--- config.mk ---
export PLATFORM = sky130hd
export DESIGN_NAME = fir4_sum_decoder_flat
export DESIGN_NICKNAME = d
export VERILOG_FILES = /design/src/rtl/fir4_pkg.sv /design/src/rtl/fir4_sum_decoder_if.sv /design/src/rtl/fir4_hist.sv /design/src/rtl/fir4_sum_decoder.sv /design/src/flat_wrapper.sv
export SDC_FILE = /design/constraint.sdc
export NUM_CORES = 1
export LEC_CHECK = 0
export CAP_MARGIN = 15
export CORE_MARGIN = 4
export CORE_UTILIZATION = 30
export DETAILED_ROUTE_END_ITERATION = 8
export HOLD_SLACK_MARGIN = 0.12
export PLACE_DENSITY_LB_ADDON = 0.2
export SYNTH_ARGS = -nofsm -noshare
export SYNTH_HDL_FRONTEND = slang
export SYNTH_SLANG_ARGS = --single-unit
export TNS_END_PERCENT = 1
--- constraint.sdc ---
create_clock -name clk -period 4.27 [get_ports clk]
set_clock_uncertainty 0.05 [all_clocks]
set_input_delay 0.854 -clock clk [delete_from_list [all_inputs] [get_ports clk]]
set_output_delay 0.854 -clock clk [all_outputs]
set_load 0.02 [all_outputs]
--- src/rtl/fir4_pkg.sv ---
// Shared types and helpers for the 4-tap moving-sum decoder.
package fir4_pkg;

  localparam int W    = 16;
  localparam int TAPS = 4;

  typedef enum logic [1:0] {IDLE, RUN, FAULT} state_t;

  typedef struct packed {
    logic         ovf;
    logic [W-1:0] val;
  } sat_t;

  // Clamp a (W+4)-bit signed value into W-bit two's-complement range.
  function automatic sat_t sat_w(input logic signed [W+3:0] d);
    sat_t r;
    logic signed [W+3:0] hi, lo;
    hi    = {5'b00000, {(W-1){1'b1}}};
    lo    = {5'b11111, {(W-1){1'b0}}};
    r.ovf = 1'b0;
    r.val = d[W-1:0];
    if (d > hi) begin
      r.ovf = 1'b1;
      r.val = {1'b0, {(W-1){1'b1}}};
    end else if (d < lo) begin
      r.ovf = 1'b1;
      r.val = {1'b1, {(W-1){1'b0}}};
    end
    return r;
  endfunction

endpackage

--- src/rtl/fir4_sum_decoder_if.sv ---
// Sum-stream in / reconstructed-sample out bundle for fir4_sum_decoder.
interface fir4_sum_decoder_if
  import fir4_pkg::*;
#(
  parameter int WD = W
);
  logic [WD+1:0] s;
  logic          s_valid;
  logic          clr;
  logic [WD-1:0] a;
  logic          a_valid;
  logic          ovf;
  logic          busy;

  modport master (output s, s_valid, clr, input a, a_valid, ovf, busy);
  modport slave  (input s, s_valid, clr, output a, a_valid, ovf, busy);
endinterface

--- src/rtl/fir4_hist.sv ---
// TAPS-deep shift register of reconstructed samples; exposes the oldest entry.
module fir4_hist #(
  parameter int W    = 16,
  parameter int TAPS = 4
) (
  input  logic         clk,
  input  logic         reset,
  input  logic         en,
  input  logic         clr,
  input  logic [W-1:0] din,
  output logic [W-1:0] oldest
);
  logic [TAPS-1:0][W-1:0] h;

  always_ff @(posedge clk or negedge reset) begin
    if (!reset)   h <= '0;
    else if (clr) h <= '0;
    else if (en)  h <= {h[TAPS-2:0], din};
  end

  assign oldest = h[TAPS-1];
endmodule

--- src/rtl/fir4_sum_decoder.sv ---
// Inverts a 4-tap moving-sum FIR: a[n] = s[n] - s[n-1] + a[n-4], with overflow trap.
module fir4_sum_decoder
  import fir4_pkg::*;
(
  input  logic              clk,
  input  logic              reset,
  fir4_sum_decoder_if.slave bus
);
  state_t              state;
  logic [W+1:0]        s_prev;
  logic [W-1:0]        h3;
  logic [W-1:0]        a_q;
  logic                a_valid_q;
  logic                ovf_q;
  logic                acc;
  logic signed [W+3:0] d;
  sat_t                r;

  // clr wins over a coincident sample, and FAULT swallows everything until clr.
  assign acc = bus.s_valid && !bus.clr && (state != FAULT);
  assign d   = {{2{bus.s[W+1]}}, bus.s} - {{2{s_prev[W+1]}}, s_prev} + {{4{h3[W-1]}}, h3};
  assign r   = sat_w(d);

  fir4_hist #(.W(W), .TAPS(TAPS)) u_hist (
    .clk    (clk),
    .reset  (reset),
    .en     (acc),
    .clr    (bus.clr),
    .din    (r.val),
    .oldest (h3)
  );

  always_ff @(posedge clk or negedge reset) begin
    if (!reset) begin
      state     <= IDLE;
      s_prev    <= '0;
      a_q       <= '0;
      a_valid_q <= 1'b0;
      ovf_q     <= 1'b0;
    end else if (bus.clr) begin
      state     <= IDLE;
      s_prev    <= '0;
      a_q       <= '0;
      a_valid_q <= 1'b0;
      ovf_q     <= 1'b0;
    end else begin
      a_valid_q <= acc;
      if (acc) begin
        s_prev <= bus.s;
        a_q    <= r.val;
        if (r.ovf) begin
          ovf_q <= 1'b1;
          state <= FAULT;
        end else begin
          state <= RUN;
        end
      end
    end
  end

  assign bus.a       = a_q;
  assign bus.a_valid = a_valid_q;
  assign bus.ovf     = ovf_q;
  assign bus.busy    = (state == RUN);
endmodule

--- src/flat_wrapper.sv ---
// flat-port wrapper written by rule: the top's interface ports become plain ports
module fir4_sum_decoder_flat import fir4_pkg::*;
  (clk, reset, bus_s, bus_s_valid, bus_clr, bus_a, bus_a_valid, bus_ovf, bus_busy);
  fir4_sum_decoder_if bus_i ();
  input  logic clk;
  input  logic reset;
  input wire logic [$bits(bus_i.s)-1:0] bus_s;
  input wire logic [$bits(bus_i.s_valid)-1:0] bus_s_valid;
  input wire logic [$bits(bus_i.clr)-1:0] bus_clr;
  output wire logic [$bits(bus_i.a)-1:0] bus_a;
  output wire logic [$bits(bus_i.a_valid)-1:0] bus_a_valid;
  output wire logic [$bits(bus_i.ovf)-1:0] bus_ovf;
  output wire logic [$bits(bus_i.busy)-1:0] bus_busy;
  assign bus_i.s = bus_s;
  assign bus_i.s_valid = bus_s_valid;
  assign bus_i.clr = bus_clr;
  assign bus_a = bus_i.a;
  assign bus_a_valid = bus_i.a_valid;
  assign bus_ovf = bus_i.ovf;
  assign bus_busy = bus_i.busy;
  fir4_sum_decoder u_core (.clk(clk), .reset(reset), .bus(bus_i));
endmodule
**Word-level counts from Yosys, hierarchy flattened**

Index checks and enable logic that the tools add are counted.

- Reductions and logical operators: 6
- Muxes and demuxes: 15
- Add/sub/neg operators: 2
- Magnitude comparators: 2
- Eq/ne operators: 2

Operators by type and width:

| cell | count |
|---|---|
| $mux W64 | 2 |
| $mux W18 | 2 |
| $mux W17 | 2 |
| $mux W16 | 2 |
| $add A20 B20 Y20 | 1 |
| $gt A20 B16 Y1 const B | 1 |
| $lt A20 B16 Y1 const B | 1 |
| $sub A18 B18 Y19 | 1 |
| $mux W2 | 3 |
| $mux W1 | 4 |
| $reduce_bool A2 Y1 | 2 |
| $eq A2 B1 Y1 const B | 1 |
| $logic_and A1 B1 Y1 | 2 |
| $ne A2 B2 Y1 const B | 1 |
| $reduce_and A2 Y1 | 1 |
| $logic_not A1 Y1 | 1 |

- Bits of input ports: 22
- Logic and storage cells: 36
- Register bits: 102
- Output and inout port bits: 19

**Logic depth before layout (Yosys ltp)**

Gate-level depths: netlist (run 1).

- Depth after elaboration: 8
- Gate-level depth with buffers: 21
- Depth with buffers taken out: 20

**Modules after synthesis**

A second synthesis (run 1) with hierarchy kept.

- Cell total of the unflattened synthesis: 617
- Area total of the unflattened synthesis: 6157.2 µm²

Modules (own cells, without submodules):

| module | sequential area each (µm²) | area an instance (µm²) | times used | cells each |
|---|---|---|---|---|
| fir4_sum_decoder | 950.9 | 3425.8 | 1 | 395 |
| fir4_hist | 1601.5 | 2731.4 | 1 | 222 |

**Worst setup path after synthesis (run 1)**

OpenSTA, ideal clock, no wires.

- Path type: input -> register
- Start point: input bus_s[0]
- End point: register u_core.u_hist.h[14] in the netlist's numbering
- Setup slack: -0.623 ns
- Arrival time: 4.777 ns
- Stages: 21
- Data required time: 4.154 ns
- Library setup time: 0.066 ns
- Path buffers: 1
- Path through: inv_1 ha_1 fa_1 nor2b_1 o21ai_0 a21boi_0 o211ai_1 a31oi_1 o41a_1 a21oi_1 xnor2_1 ha_1 nand2_1 o21ai_0 or3_1 o21ai_0 a211oi_4 nand2_1 o41ai_4 buf_6 a221o_1

- Cells in the longest elaborated chain, start to end: 7
- Elaborated cells between the ends (all ways): 8
- Classes of those cells: add/sub: 2; order compare: 2; mux: 4

Ends and longest elaborated chain:

| element | RTL line | source |
|---|---|---|
| start, declared | flat_wrapper.sv:7 | `input wire logic [$bits(bus_i.s)-1:0] bus_s;` |
| $sub A18 B18 Y19 * | fir4_sum_decoder.sv:21 | `assign d = {{2{bus.s[W+1]}}, bus.s} - {{2{s_prev[W+1]}}, s_prev} + {{4{h3[W-1]}}, h3};` |
| $add A20 B20 Y20 * | fir4_sum_decoder.sv:21 |  |
| $lt A20 B16 Y1 | fir4_pkg.sv:25 | `end else if (d < lo) begin` |
| $mux W17 | fir4_pkg.sv:25 |  |
| $mux W17 * | fir4_pkg.sv:22 | `if (d > hi) begin` |
| $mux W64 * | fir4_hist.sv:18 | `else if (en) h <= {h[TAPS-2:0], din};` |
| $mux W64 * | fir4_hist.sv:17 | `else if (clr) h <= '0;` |
| end signal, assigned | fir4_hist.sv:18 |  |
| end, declared | fir4_hist.sv:13 | `logic [TAPS-1:0][W-1:0] h;` |

Mark *: on every way between the ends. The rest lies on a longest branch, timed or not. The select of a mux whose other input is x is not followed.
A chain may end at the register's enable or synchronous reset.

**Worst setup path after layout (run 1)**

- Start point: input bus_s[1]
- End point: register u_core.u_hist.h[13] in the netlist's numbering

The elaborated chain is that of the path after synthesis.

==> results of run 1 <==
cell families after synthesis:
kind of cell / Yosys count / share of synthesized area, %
adder cells (fa/ha/maj): 40 / 9.64
XOR/XNOR: 26 / 4.26
AND/OR/NAND/NOR: 222 / 17.8
AO/OA/AOI/OAI: 176 / 21.7
buffers and inverters: 71 / 6.38
flip-flops: 86 / 40.2
where the power goes:
part           internal, mW  switching, mW  leakage [nW]  total, mW
clock                 0.474          0.350         0.149      0.824
sequential            0.870         0.0503          1.17      0.920
combinational         0.424          0.425          1.90      0.849
total                  1.77          0.826          3.22       2.59
worst paths after layout:
check | start | endpoint | slack, ns
setup reg to reg | u_core.s_prev[1]$_DFFE_PN0N_ | u_core.u_hist.h[13]$_DFFE_PN0N_ | -0.11
max in group asynchronous | reset | u_core.s_prev[9]$_DFFE_PN0N_ | 2.80
min in group asynchronous | reset | u_core.u_hist.h[30]$_DFFE_PN0N_ | 0.56
hold / removal | u_core.u_hist.h[28]$_DFFE_PN0N_ | u_core.u_hist.h[44]$_DFFE_PN0N_ | 0.47
setup / recovery | bus_s[1] | u_core.u_hist.h[13]$_DFFE_PN0N_ | -0.24
hold reg to reg | u_core.u_hist.h[28]$_DFFE_PN0N_ | u_core.u_hist.h[44]$_DFFE_PN0N_ | 0.47
layout make-up:
class / count / area, sq um
clock buffers: 10 / 239
clock inverters: 6 / 68.8
fillers: 1743 / 10200
inverters: 30 / 120
multi-input cells: 465 / 3160
flip-flops and latches: 86 / 2150
well taps: 225 / 282
repair buffers: 147 / 1200
per-layer routing:
layer | routed length [microns] | part of all wire [%] | GRT usage (%)
met1 | 6470 | 45 | 18.9
met2 | 7380 | 51 | 26.1
met3 | 337 | 2.3 | 2.76
met4 | 252 | 1.7 | 5.15
met5 | 0 | 0 | 0
state kept, by name (all words and copies together), names as in the netlist:
signal and cells:
u_core.u_hist.oldest 16, u_core.bus.a_valid 1, u_core.state 2, u_core.bus.ovf 1
u_core.u_hist.h 48, u_core.s_prev 18
placed cells by master (no fill, tap or decap), types with 3 or more instances in the layout:
cell	n
nand2b_1	5
o21ai_1	4
ha_4	10
a211o_1	3
a221o_1	10
clkbuf_16	9
a21o_1	8
a221o_2	3
and3_4	3
buf_6	4
xnor2_1	20
clkdlybuf4s50_1	29
nor3_1	4
a21oi_1	88
inv_1	29
dlygate4sd2_1	5
and3_1	5
nor2b_1	3
a21oi_2	4
nand3b_1	3
ha_1	26
nor2_2	4
nand2_1	147
a211oi_1	3
o21ai_0	10
buf_4	105
dfrtp_1	86
o21a_1	10
nor2_1	27
nand3_1	4
o211ai_1	6
xor2_1	5
what timing repair did:
action | 4_1_cts | 5_1_grt
pin swaps | 36 | 29
setup buffers | 9 | 6
cloned | 1 | 0
gates resized for setup | 56 | 14
setup endpoints to repair | 19 | 19
tightest hold or removal path, delay by kind of cell, from the launching register on:
| kind | cells | cell delay (ns) |
|---|---|---|
| simple gates | 1 | 0.05 |
| compound gates | 1 | 0.05 |
| flops | 1 | 0.37 |
==> results.ini, run 1 <==
[clocking]
cts.sinks = 86
root_buffer = clkbuf_16
h-tree-depth = 3
cts_tree = built
cts_buffers = 9
ctsHoldBuffers = 0
clk_pin_slew_worst_paths_ns = 0.07
clockBufferDepth = 2
clk-insertion-delay-late_ns = 0.35

[floorplanning]
dieHeight_microns = 142
dieArea_sq_um = 20000
core_area_sq_um = 17400
io-pin-count = 41
floorplan.initialDensity_pct = 30.7
fp.dieW_microns = 142
fp-row-count = 48

[placed_design]
placed_cell_area_sq_um = 6540
place.port_buffers = 40
place_congestion = 0.873
dp_slack_ns = -1.21
hpwl_mm = 10.4
dp.cells = 937

[logic_synthesis]
ys_seq_elements = 86
yosysWarningCount = 0
netlist.area_leader.share_pct = 40.2
netlist_instances = 621
synth.most_common_cell = nand2_1
synthTopCellsByCount = 147 x nand2_1, 92 x a21oi_1, 86 x dfrtp_1
syn_area_sq_um = 5350
netlist.top_cell.by_area = dfrtp_1
postSynth.asyncResetShare_pct = 100
synth_cell_type_count = 57
synth_area_leaders = dfrtp_1 40%, nand2_1 10%, ha_1 8.9%, a21oi_1 8.6%, xnor2_1 3.4%
syn-num-nets = 683
yosysSeqAreaShare_pct = 40.2
syn_area_per_cell_sq_um = 8.62
synth-main-ff-cell = dfrtp_1
synth_edf_count = 0

[sta]
period_share_pct = 106
rsz0062_at_grt = true
worst_pin_slew_ns = 1.01
finalCriticalPeriod_ns = 4.51
whs_ns = 0.468
timing.final.max_slew_violations = 0
maxSlewHeadroom_pct = 32.2
setup_viol = 19
setup_ws_ns = -0.241
max_freq_mhz = 222
final.setup.tns_ns = -4.07
hold_violations = 0

[min_path]
min_path_cells = 2
worstHoldPathType = reg2reg

[setup_path]
worst-endpoint-required_ns = 4.45
start_kind = input pin
cp_cell_sequence = buf_6 > ha_4 > nor2b_4 > o31ai_2 > buf_4 > a31oi_4 > a211oi_4 > a21oi_2 > a211oi_2 > a21oi_1 > xor2_1 > ha_1 > a21oi_1 > o21ai_1 > or3_4 > o21ai_4 > a211oi_4 > a2111oi_4 > buf_4 > nor2_2 > a221o_1
crit_arrival_ns = 4.69
critPathBufInv = 3
cp.depth = 21
slowest_stage = or3_4
r2r_cells = 21
end_kind = flip-flop
critical-path-max-stage-delay_ns = 0.36
crit_fanout = 7
critPathTopFamily = compound AO/OA/AOI/OAI gates
path_class = in2reg

[route]
drtIter0Drc = 317
viasPerCell = 4.85
wire_per_inst_microns = 14.9
drc = 0
dr.pass1.iters = 4
drtAntennaViolNets = 0
via_count = 4697
finalWirelength_mm = 14.4

[global_route]
grtUsageTotal_pct = 15.1
grt_max_degree = 69
gr-total-overflow = 0
grt_pass1_wl_mm = 24.3
grt_antenna_before_repair = 0
grt_pass1_vias = 4812

[run_status]
status = finished, violations left
violations = negative setup slack

[power_and_ir_drop]
p_per_area_nw_per_um2 = 359
finalPower_mw = 2.59
ir_worst_vdd_uv = 179
power_leakage_nw = 3.22

[final_layout]
finalNetCount = 801
antenna-diode-count = 0
fin_util_pct = 41.5
syn_to_final_growth_pct = 35.0
final_area_sq_um = 7220
drive_gt1_share_pct = 25.0
fin_cells = 969

[flow_run]
drv_cap = 0

No activity file was read; power rests on OpenSTA's default activity.
==> run 2, diff against run 1 <==
- clock period: 4.27 -> 5.3 ns (I/O delays scaled with it)
==> results.ini, run 2 (same netlist as run 1, synthesis figures left out) <==
[run_status]
status = complete, no violations  ; was finished, violations left

[flow_run]
drv_cap = 0  ; unchanged

[route]
viasPerCell = 4.91  ; was 4.85
dr.pass1.iters = 4  ; unchanged
via_count = 4606  ; was 4697
dr_wl_met3_microns = 275  ; was 337 microns
wl_met1_mm = 6.12  ; was 6.47 mm
finalWirelength_mm = 13.9  ; was 14.4 mm
wire_per_inst_microns = 14.8  ; was 14.9 microns
highest_layer = met4  ; unchanged
drtAntennaViolNets = 0  ; unchanged
wl_met2_mm = 7.27  ; was 7.38 mm
drtIter0Drc = 191  ; was 317
drc = 0  ; unchanged

[clocking]
h-tree-depth = 3  ; unchanged
clockBufferDepth = 2  ; unchanged
cts_buffers = 9  ; unchanged
clk_pin_slew_worst_paths_ns = 0.07  ; about the same
root_buffer = clkbuf_16  ; unchanged
ctsHoldBuffers = 0  ; unchanged
cts.sinks = 86  ; unchanged
cts_tree = built  ; unchanged
clk-insertion-delay-late_ns = 0.35  ; about the same

[sta]
setup_viol = 0  ; was 19
max_freq_mhz = 192
timing.final.max_slew_violations = 0  ; unchanged
period_share_pct = 98.1
finalCriticalPeriod_ns = 5.20
hold_violations = 0  ; unchanged
worst_pin_slew_ns = 1.04  ; was 1.01 ns
maxSlewHeadroom_pct = 30.6  ; was 32.2%
rsz0062_at_grt = true  ; unchanged

[floorplanning]
fp-row-count = 48  ; unchanged
io-pin-count = 41  ; unchanged
dieHeight_microns = 142  ; unchanged
fp.dieW_microns = 142  ; unchanged
floorplan.initialDensity_pct = 30.7  ; unchanged
core_area_sq_um = 17400  ; unchanged
dieArea_sq_um = 20000  ; unchanged

[final_layout]
antenna-diode-count = 0  ; unchanged
syn_to_final_growth_pct = 28.0  ; was 35.0%
finalNetCount = 770  ; was 801
layout_common_cells = 146 x nand2_1, 86 x dfrtp_1, 82 x a21oi_1, 76 x buf_4, 37 x clkdlybuf4s50_1  ; was 147 x nand2_1, 105 x buf_4, 88 x a21oi_1, 86 x dfrtp_1
final_common_cell = nand2_1  ; unchanged
largest_reg_flops = 48  ; unchanged
n_fill_cell = 1760  ; was 1743
drive_gt1_share_pct = 19.6  ; was 25.0%
regMostFlops = u_core.u_hist.h  ; unchanged
fin_util_pct = 39.3  ; was 41.5%

[setup_path]
path_class = in2reg  ; unchanged
worst-endpoint-required_ns = 5.48  ; was 4.45 ns
end_kind = flip-flop  ; unchanged
start_kind = input pin  ; unchanged
crit_arrival_ns = 5.38  ; was 4.69 ns
crit_fanout = 7  ; unchanged

[min_path]
worstHoldPathType = reg2reg  ; unchanged

[global_route]
grtUsageTotal_pct = 13.9  ; was 15.1%
grt_pass1_vias = 4573  ; was 4812
grt_max_degree = 69  ; unchanged
gr-total-overflow = 0  ; unchanged
grt_antenna_before_repair = 0  ; unchanged
grt_pass1_wl_mm = 22.6  ; was 24.3 mm

[placed_design]
place.port_buffers = 40  ; unchanged
place_congestion = 0.810  ; was 0.873
hpwl_mm = 10.1  ; was 10.4 mm

[power_and_ir_drop]
power_leakage_nw = 3.05  ; was 3.22 nW
ir_worst_vdd_uv = 147  ; was 179 uV
finalPower_mw = 1.99  ; was 2.59 mW
p_per_area_nw_per_um2 = 290  ; was 359 nW/um^2

==> run 2: cell count changes in the layout (fill, tap and decap cells not counted), moves of 4 or more <==
cell / delta
a21oi_1: -6
clkdlybuf4s50_1: +8
ha_1: +9
ha_4: -8
dlygate4sd2_1: -5
a21oi_2: +6
buf_4: -29
buf_6: -4
==> run 2: per-layer routing <==
metal	up-vias	GRT usage [%]
met2	50	24.9
met4	0	5.45
met1	2245	17.0
li1	2297	-
met3	14	1.85
met5	-	0
==> run 2: worst max-delay path, stage by stage <==
cell and delay [ns]:
clkdlybuf4s50_1 0.44, ha_1 0.35, nor2b_2 0.17, o21ai_2 0.15
a21boi_2 0.09, buf_4 0.15, o21a_1 0.19, a21o_1 0.18
a211o_1 0.28, and3_1 0.21, ha_4 0.28, and3_2 0.19
o211a_1 0.15, o21ai_2 0.08, and3_4 0.19, o21a_1 0.18
buf_4 0.14, a2111oi_4 0.28, buf_4 0.20, nor2_4 0.07
a311o_2 0.35
==> run 2: layout make-up <==
cell class | instances | area (sq um) | share of cell area (%)
Sequential cell | 86 | 2150 | 31.4
Tap cell | 225 | 282 | 4.11
Timing Repair Buffer | 116 | 978 | 14.3
Inverter | 30 | 113 | 1.64
Clock inverter | 7 | 66.3 | 0.968
Multi-Input combinational cell | 465 | 3030 | 44.3
Clock buffer | 9 | 225 | 3.29
==> run 2: stage by stage <==
step | hold slack, ns | instances | setup TNS, ns | cell area [sq um] | worst slack, ns
finish | 0.471 | 938 | 0 | 6850 | 0.100
global route | 0.489 | 938 | -0.0882 | 6850 | -0.0500
CTS | 0.472 | 933 | 0 | 6680 | 0.00335
detailed placement | 0.462 | 917 | -9.58 | 6370 | -0.602
global placement | 0.456 | 917 | -7.77 | 6370 | -0.479
floorplan | 0.447 | 621 | 0 | 5350 | 0.201
==> run 2: what timing repair did <==
item / 4_1_cts / 5_1_grt
gates cloned: 0 / 1
buffers inserted: 0 / 4
gates resized for setup: 7 / 28
pin swaps: 4 / 20
endpoints found under the setup margin: 18 / 18
==> run 2: worst paths after layout <==
check                      slack [ns]                              endpoint                             from  depth (start not counted)
max                              0.10            u_core.bus.ovf$_DFFE_PN0P_                         bus_s[2]                         21
min                              0.47   u_core.u_hist.oldest[5]$_DFFE_PN0N_  u_core.u_hist.h[37]$_DFFE_PN0N_                          2
max reg2reg                      0.83            u_core.bus.ovf$_DFFE_PN0P_     u_core.s_prev[1]$_DFFE_PN0N_                         19
min reg2reg                      0.47   u_core.u_hist.oldest[5]$_DFFE_PN0N_  u_core.u_hist.h[37]$_DFFE_PN0N_                          2
max in group asynchronous        3.53  u_core.u_hist.oldest[12]$_DFFE_PN0N_                            reset                          2
min in group asynchronous        0.59       u_core.u_hist.h[30]$_DFFE_PN0N_                            reset                          1
==> run 2: where the power goes <==
part	switching (mW)	internal, mW
combinational	0.325	0.298
clock	0.296	0.328
sequential	0.0425	0.701
==> run 3, diff against run 2 <==
- GPL_TIMING_DRIVEN: unset -> 0
==> results.ini, run 3 (same netlist as run 1, synthesis figures left out) <==
[run_status]
status = complete, no violations  ; unchanged

[setup_path]
critPathTopFamily = compound AO/OA/AOI/OAI gates  ; unchanged
r2r_start = u_core.s_prev[1]$_DFFE_PN0N_  ; unchanged
crit_arrival_ns = 5.33  ; was 5.38 ns
start_kind = input pin  ; unchanged
critPathBufInv = 2  ; was 4
cp_cell_sequence = dlygate4sd2_1 > ha_1 > nor2b_1 > o31ai_2 > a31oi_2 > a211oi_2 > a21oi_2 > a211oi_2 > a21oi_2 > xor2_1 > ha_1 > a21oi_2 > o21ai_2 > or3_1 > o21ai_2 > a211oi_4 > a2111oi_4 > nor2_4 > buf_4 > a221o_1  ; was clkdlybuf4s50_1 > ha_1 > nor2b_2 > o21ai_2 > a21boi_2 > buf_4 > o21a_1 > a21o_1 > a211o_1 > and3_1 > ha_4 > and3_2 > o211a_1 > o21ai_2 > and3_4 > o21a_1 > buf_4 > a2111oi_4 > buf_4 > nor2_4 > a311o_2
critPathLaunch = bus_s[1]  ; was bus_s[2]
critical-path-max-stage-delay_ns = 0.37  ; was 0.44 ns
slowest_stage = ha_1  ; was clkdlybuf4s50_1
worst-endpoint-required_ns = 5.48  ; about the same
path_class = in2reg  ; unchanged
cpMostUsedCell = a21oi_2  ; was buf_4
end_kind = flip-flop  ; unchanged
crit_fanout = 5  ; was 7

[route]
dr.pass1.iters = 4  ; unchanged
drtAntennaViolNets = 0  ; unchanged
viasPerCell = 5.03  ; was 4.91
drc = 0  ; unchanged
drtIter0Drc = 390  ; was 191
finalWirelength_mm = 15.0  ; was 13.9 mm
via_count = 4644  ; was 4606
wire_per_inst_microns = 16.2  ; was 14.8 microns

[power_and_ir_drop]
pwr-share-clk_pct = 30.9  ; was 31.3%
p_per_area_nw_per_um2 = 297  ; was 290 nW/um^2
p_int_mw = 1.34  ; was 1.33 mW
power_leakage_nw = 2.91  ; was 3.05 nW
finalPower_mw = 1.99  ; about the same
seqPwrFrac_pct = 36.9  ; was 37.3%
p_sw_mw = 0.654  ; was 0.664 mW
power_frac_comb_pct = 32.2  ; was 31.3%
ir_worst_vdd_uv = 143  ; was 147 uV
power_switching_share_pct = 32.8  ; was 33.3%

[final_layout]
final_area_sq_um = 6710  ; was 6850 sq um
n_fill_cell = 1790  ; was 1760
multi_input_area_sq_um = 3060  ; was 3030 sq um
largest_reg_flops = 48  ; unchanged
antenna-diode-count = 0  ; unchanged
fin_util_pct = 38.5  ; was 39.3%
fin_cells = 923  ; was 938
finalNetCount = 755  ; was 770
layout_common_cells = 146 x nand2_1, 86 x dfrtp_1, 83 x a21oi_1, 37 x buf_4, 35 x clkdlybuf4s50_1  ; was 146 x nand2_1, 86 x dfrtp_1, 82 x a21oi_1, 76 x buf_4, 37 x clkdlybuf4s50_1
drive_gt1_share_pct = 15.3  ; was 19.6%
seqCellArea_sq_um = 2150  ; unchanged
syn_to_final_growth_pct = 25.4  ; was 28.0%
final_common_cell = nand2_1  ; unchanged
regMostFlops = u_core.u_hist.h  ; unchanged

[global_route]
grt_antenna_before_repair = 0  ; unchanged
grt_pass1_wl_mm = 24.1  ; was 22.6 mm
grt_max_degree = 52  ; was 69
grt_pass1_vias = 4683  ; was 4573
grtUsageTotal_pct = 15.3  ; was 13.9%
gr-total-overflow = 0  ; unchanged

[clocking]
clk_pin_slew_worst_paths_ns = 0.06  ; was 0.07 ns
h-tree-depth = 3  ; unchanged
ctsHoldBuffers = 0  ; unchanged
clockBufferDepth = 2  ; unchanged
cts_buffers = 9  ; unchanged
clk-insertion-delay-late_ns = 0.34  ; was 0.35 ns
cts.sinks = 86  ; unchanged
cts_tree = built  ; unchanged
root_buffer = clkbuf_16  ; unchanged

[sta]
maxSlewHeadroom_pct = 43.0  ; was 30.6%
hold_violations = 0  ; unchanged
setup_ws_ns = 0.151  ; was 0.100 ns
final.setup.tns_ns = 0  ; unchanged
max_freq_mhz = 194  ; was 192 MHz
whs_ns = 0.469  ; was 0.471 ns
worst_pin_slew_ns = 0.850  ; was 1.04 ns
setup_viol = 0  ; unchanged
finalCriticalPeriod_ns = 5.15  ; was 5.20 ns
period_share_pct = 97.1  ; was 98.1%
timing.final.max_slew_violations = 0  ; unchanged

[placed_design]
hpwl_mm = 11.2  ; was 10.1 mm
place.port_buffers = 39  ; was 40
placed_cell_area_sq_um = 6050  ; was 6370 sq um
dp.cells = 886  ; was 917
place_congestion = 0.869  ; was 0.810
dp_slack_ns = -1.16  ; was -0.602 ns

[floorplanning]
floorplan.initialDensity_pct = 30.7  ; unchanged
io-pin-count = 41  ; unchanged
fp-row-count = 48  ; unchanged
dieHeight_microns = 142  ; unchanged
dieArea_sq_um = 20000  ; unchanged
fp.dieW_microns = 142  ; unchanged
core_area_sq_um = 17400  ; unchanged

[min_path]
worstHoldStart = u_core.u_hist.h[37]$_DFFE_PN0N_  ; unchanged
worstHoldPathType = reg2reg  ; unchanged

[flow_run]
drv_cap = 0  ; unchanged

-- run 3: changes by cell type in the layout (fill, tap and decap cells not counted), moves of 3 or more --
cell,previous run,this run
buf_1,0,4
buf_4,76,37
clkbuf_1,0,20
ha_1,35,30
ha_4,2,5
inv_6,3,0
-- run 3: cell type report --
cell class	instances	area share (%)
clock inverters	4	0.466
clock buffers	12	3.82
plain buffers	41	3.41
flip-flops and latches	86	32.1
repair buffers	61	8.73
multi-input cells	464	45.6
well taps	225	4.20
inverters	30	1.68
-- run 3: layer usage --
layer / part of all wire (%) / global-route usage (%) / routed length, microns
met3: 2.1 / 1.69 / 312
met4: 2.6 / 6.52 / 392
met1: 44 / 19.6 / 6650
met2: 51 / 26.1 / 7630
met5: 0 / 0 / 0
-- run 3: tightest hold or removal path, cell delays in order (launching register included) --
cell and delay, ns:
dfrtp_1 0.38, nand2_1 0.06, a21oi_1 0.05
-- run 3: power by group through the flow --
stage                     combinational, mW  clock (mW)  sequential [mW]
after global routing                  0.701       0.662            0.741
after detailed placement              0.567           0            0.748
after floorplan                       0.378           0            0.738
after CTS                             0.617       0.637            0.736
final                                 0.642       0.616            0.735
after global placement                0.555           0            0.747
-- run 3: timing repair --
action	CTS	global route
resized for setup	30	17
setup endpoints to repair	18	18
gates cloned	1	0
setup buffers	14	6
endpoints found under the hold margin	0	0
pin swaps	21	18
-- run 3: path summary, 6_finish.rpt --
path | cells after the start | slack [ns] | to
worst min register to register | 2 | 0.47 | u_core.u_hist.oldest[5]$_DFFE_PN0N_
max in group asynchronous | 2 | 3.93 | u_core.s_prev[2]$_DFFE_PN0N_
worst max-delay path | 20 | 0.15 | u_core.u_hist.h[12]$_DFFE_PN0N_
min in group asynchronous | 1 | 0.64 | u_core.u_hist.h[8]$_DFFE_PN0N_
worst max register to register | 20 | 0.71 | u_core.u_hist.h[12]$_DFFE_PN0N_
worst min-delay path | 2 | 0.47 | u_core.u_hist.oldest[5]$_DFFE_PN0N_
